===== config.mk =====
export PLATFORM = sky130hd
export DESIGN_NAME = jk_bank_programmer
export DESIGN_NICKNAME = d
export VERILOG_FILES = /design/src/rtl/jk_bank_programmer.sv
export SDC_FILE = /design/constraint.sdc
export NUM_CORES = 1
export LEC_CHECK = 0
export ABC_AREA = 1
export CAP_MARGIN = 20
export CORE_ASPECT_RATIO = 0.8
export CORE_MARGIN = 5
export CORE_UTILIZATION = 53
export CTS_CLUSTER_DIAMETER = 150
export DETAILED_ROUTE_END_ITERATION = 10
export PLACE_DENSITY = 0.87
export RECOVER_POWER = 50
export SYNTH_ARGS = -nofsm -noshare
export SYNTH_HDL_FRONTEND = slang
export SYNTH_SLANG_ARGS = --single-unit

===== constraint.sdc =====
create_clock -name clk -period 2.9 [get_ports clk]
set_input_delay 0.435 -clock clk [delete_from_list [all_inputs] [get_ports clk]]
set_output_delay 0.435 -clock clk [all_outputs]
set_load 0.005 [all_outputs]

===== src/rtl/jk_bank_programmer.sv =====
// jk_bank_programmer: write-side driver for a bank of JK flip-flops.
// Accepts a target word, drives one cycle of J/K excitation derived from the
// bank's fed-back Q, waits for the bank to settle, verifies, and retries on
// mismatch until the retry budget is spent.
module jk_bank_programmer #(
   parameter int unsigned WIDTH     = 8,
   parameter int unsigned SETTLE    = 1,
   parameter int unsigned MAX_RETRY = 2,
   parameter bit          DC_ONE    = 1'b0
) (
   input  logic             clk,
   input  logic             rst,
   input  logic             tgt_valid,
   output logic             tgt_ready,
   input  logic [WIDTH-1:0] tgt_data,
   input  logic [WIDTH-1:0] q_fb,
   output logic [WIDTH-1:0] j_out,
   output logic [WIDTH-1:0] k_out,
   output logic             busy,
   output logic             done,
   output logic             err
);

   localparam int unsigned RW = $clog2(MAX_RETRY + 2);
   localparam int unsigned SW = $clog2(SETTLE + 1);
   localparam logic [RW-1:0] RETRY_LIM = RW'(MAX_RETRY);
   localparam logic [SW-1:0] SETTLE_LD = SW'(SETTLE - 1);

   typedef enum logic [1:0] {
      ST_IDLE  = 2'd0,
      ST_DRIVE = 2'd1,
      ST_WAIT  = 2'd2,
      ST_CHECK = 2'd3
   } state_t;

   state_t           state;
   logic [WIDTH-1:0] tgt;
   logic [RW-1:0]    retry_cnt;
   logic [SW-1:0]    settle_cnt;

   // J term: set where needed; with DC_ONE the don't-care (q=1) resolves to 1
   function automatic logic [WIDTH-1:0] exc_j(input logic [WIDTH-1:0] q,
                                              input logic [WIDTH-1:0] t);
      return DC_ONE ? (q | t) : (~q & t);
   endfunction

   // K term: reset where needed; with DC_ONE the don't-care (q=0) resolves to 1
   function automatic logic [WIDTH-1:0] exc_k(input logic [WIDTH-1:0] q,
                                              input logic [WIDTH-1:0] t);
      return DC_ONE ? ~(q & t) : (q & ~t);
   endfunction

   assign tgt_ready = (state == ST_IDLE);
   assign busy      = (state != ST_IDLE);

   // Sequencer: accept, drive one cycle, settle, verify, retry or finish
   always_ff @(posedge clk or posedge rst) begin
      if (rst) begin
         state      <= ST_IDLE;
         tgt        <= '0;
         retry_cnt  <= '0;
         settle_cnt <= '0;
         j_out      <= '0;
         k_out      <= '0;
         done       <= 1'b0;
         err        <= 1'b0;
      end else begin
         done <= 1'b0;
         case (state)
            ST_IDLE: begin
               if (tgt_valid) begin
                  tgt       <= tgt_data;
                  err       <= 1'b0;
                  retry_cnt <= '0;
                  j_out     <= exc_j(q_fb, tgt_data);
                  k_out     <= exc_k(q_fb, tgt_data);
                  state     <= ST_DRIVE;
               end
            end
            ST_DRIVE: begin
               j_out      <= '0;
               k_out      <= '0;
               settle_cnt <= SETTLE_LD;
               state      <= ST_WAIT;
            end
            ST_WAIT: begin
               if (settle_cnt == '0) begin
                  state <= ST_CHECK;
               end else begin
                  settle_cnt <= settle_cnt - 1'b1;
               end
            end
            ST_CHECK: begin
               if (q_fb == tgt) begin
                  done  <= 1'b1;
                  state <= ST_IDLE;
               end else if (retry_cnt < RETRY_LIM) begin
                  retry_cnt <= retry_cnt + 1'b1;
                  j_out     <= exc_j(q_fb, tgt);
                  k_out     <= exc_k(q_fb, tgt);
                  state     <= ST_DRIVE;
               end else begin
                  err   <= 1'b1;
                  state <= ST_IDLE;
               end
            end
            default: state <= ST_IDLE;
         endcase
      end
   end

   generate
      if (!DC_ONE) begin : g_excl
         // Without toggle-preferred resolution J and K are never both high
         always @(posedge clk) begin
            if (!rst) assert ((j_out & k_out) == '0);
         end
      end
   endgenerate

endmodule


==> out/metrics.yaml <==
syn2layout_area_growth_pct: 31.69
crit_type: "register to primary output"
grt_pass1_wl_microns: 6306
path_clk_slew_ns: 0.06
gp_congestion: 0.7987
drv_slew: 31
final_common_cell: "nand2_1"
clock_skew_ns: 0.003664
cts_buffers: 5
grtUsageTotal_pct: 18.95
drt_iter0_markers: 65
die-area_sq_mm: 0.004390
hp-start: "j_out[3]$_DFFE_PP0P_"
worst_hold_path.endpoint: "j_out[3]$_DFFE_PP0P_"
hold_depth: 2
relSlewSlack_pct: -6.279
r2r-end: "j_out[7]$_DFFE_PP0P_"
grt_max_degree: 31
fin_crit_ns: 2.106
worst-path-buf-inv: 3
leakagePower_uw: 0.001149
fin_setup_tns_ns: 0
die_width_microns: 72.84
cts_tree: "built"
wl_per_cell_microns: 11.99
avgSynthCellArea_sq_um: 7.474
fp.coreArea_sq_mm: 0.003063
rr_startpoint: "state[0]$_DFFE_PP0N_"
synthCells: 224
cp-start-kind: "register"
rsz0062_at_grt: "no"
synth-seq-cells: 30
violations: "max-capacitance violations, max-slew violations"
netlist_area_sq_mm: 0.001674
vias: 1511
cp_cell_sequence: "inv_1, ha_1, inv_1, clkdlybuf4s50_1"
diodes: 0
reg2reg_slack_ns: 0.93
cpMaxStageDelayCell: "clkdlybuf4s50_1"
final_cell_mix: "nand2_1 (80), dfrtp_1 (30), clkdlybuf4s50_1 (28)"
clock_latency_ns: 0.28
min_path_type: "register to register"
drive_gt1_share_pct: 6.513
finalCoreUtilization_pct: 71.98
reg2reg_depth: 7
die_y_microns: 60.27
start_util_pct: 54.66
cpMostUsedCell: "inv_1"
synth_nets: 248
synth_seq_area_share_pct: 44.84
htree_levels: 2
nFillCells: 253
routed_wl_microns: 3608
hpwl_microns: 2767
finalCritPeriodShare_pct: 72.60
fmax_mhz: 474.9
ctsResizeCount: 0
place_area_sq_mm: 0.002066
finalPower_uw: 2226
clockBufferDepth: 2
ys_types: 22
postCtsSetupBuffers: 0
crit_fanout: 5
remaining_drc_errors: 0
crit_path_end_kind: "primary output"
io_pins: 39
timing.max_cap.violations: 1
postCtsHoldBufs: 0
clock_sink_count: 30
drtAntennaViolNets: 0
antenna_found_initial: 0
rows: 18
peakVddDrop_uv: 807.0
yosysWarnings: 0
cts_root_buf: "clkbuf_8"
nNetsFinal: 284
cp_top_family: "buffers and inverters"
slowest_delay_ns: 0.50
worst_pin_slew_ns: 1.594
holdWs_ns: 0.4662
first_pass_iters: 4
final_hold_viol_count: 0
port_buffers: 38
arrival_ns: 1.67
powerDensity_mw_per_mm2: 1010
fin_area_sq_mm: 0.002205
vias_per_cell: 5.020
grt_overflow_total: 0
grt_pass1_vias: 1459
finalSetupViolCount: 0
status: "finished with violations"
crit_required_ns: 2.47
==> worst max-delay path by stage <==
| stage | slack (ns) | endpoint | start | cells past startpoint |
|---|---|---|---|---|
| after floorplan | 1.43 | j_out[2]$_DFFE_PP0P_ | state[0]$_DFFE_PP0N_ | 7 |
| after global placement | 0.63 | k_out[4]$_DFFE_PP0P_ | q_fb[6] | 8 |
| after detailed placement | 0.58 | j_out[7]$_DFFE_PP0P_ | q_fb[5] | 8 |
| after CTS | 0.78 | busy | state[0]$_DFFE_PP0N_ | 4 |
| after global routing | 0.41 | retry_cnt[1]$_DFFE_PP0P_ | rst | 3 |
| final | 0.79 | busy | state[0]$_DFFE_PP0N_ | 4 |
==> where the power goes <==
part	internal, uW	total [uW]	switching (uW)
Combinational	435	1010	571
Sequential	588	701	114
Clock	366	519	153
Total	1390	2230	837
==> synth_stat cells <==
| master | number | area (sq um) |
|---|---|---|
| inv_1 | 19 | 71.32 |
| nand3_2 | 2 | 20.02 |
| ha_1 | 5 | 62.56 |
| nor3b_1 | 1 | 7.510 |
| a21oi_1 | 3 | 15.01 |
| o21ai_0 | 12 | 60.06 |
| buf_6 | 1 | 11.26 |
| dfrtp_1 | 30 | 750.7 |
| o31ai_1 | 1 | 7.510 |
| inv_2 | 3 | 11.26 |
| nand4_1 | 18 | 112.6 |
| nand3_1 | 3 | 15.01 |
| clkbuf_1 | 5 | 18.77 |
| o21ai_1 | 3 | 15.01 |
| nor2_2 | 2 | 12.51 |
| nor3_1 | 8 | 40.04 |
| nand2_1 | 80 | 300.3 |
| nor2_1 | 17 | 63.81 |
| buf_1 | 1 | 3.750 |
| xnor2_1 | 5 | 43.79 |
| nor2_4 | 1 | 11.26 |
| buf_2 | 4 | 20.02 |
==> sequential cells by signal, indices dropped and copies added, names as in the netlist <==
name       flops
err            1
done           1
j_out          8
k_out          8
retry_cnt      2
tgt            8
state          2
==> logic make-up (layout without fill, tap and decap cells) <==
group                      Yosys count  count (layout)  share of synthesized area [%]
and+or+nand+nor                    132             132                          34.83
buffers and inverters               33              70                          8.146
DFF                                 30              30                          44.84
AOI/OAI and AO/OA                   19              19                          5.829
adders and majority gates            5               5                          3.737
xor gates and xnor gates             5               5                          2.616
==> metrics by stage <==
step	worst slack [ns]	instances
floorplan	1.432	224
global placement	0.6323	293
detailed placement	0.5810	293
CTS	0.7813	301
global route	0.4127	301
finish	0.7945	301
==> worst register-to-register path: stages (launching register included) <==
cell and delay [ns]:
dfrtp_1 0.42, ha_1 0.37, nand2_1 0.13, inv_1 0.09
nor2_4 0.31, nand3_2 0.32, nand2_1 0.17, nand2_1 0.06
==> final cells by class <==
| cell class | count | area, sq um | share of cell area (%) |
|---|---|---|---|
| clock inverters | 2 | 60.06 | 2.724 |
| clock buffers | 6 | 82.58 | 3.746 |
| inverters | 22 | 82.58 | 3.746 |
| repair buffers | 40 | 391.6 | 17.76 |
| well taps | 40 | 50.05 | 2.270 |
| flip-flops and latches | 30 | 750.7 | 34.05 |
| multi-input cells | 161 | 787.0 | 35.70 |
==> layer usage <==
layer | track usage (%) | share of wire [%] | up-vias
met4 | 7.895 | 1.7 | 0
met2 | 29.82 | 43 | 48
met1 | 25.45 | 49 | 661
li1 | - | - | 795
met5 | 0 | 0 | -
met3 | 4.034 | 6.3 | 7
(Power assumes the default switching activity.)
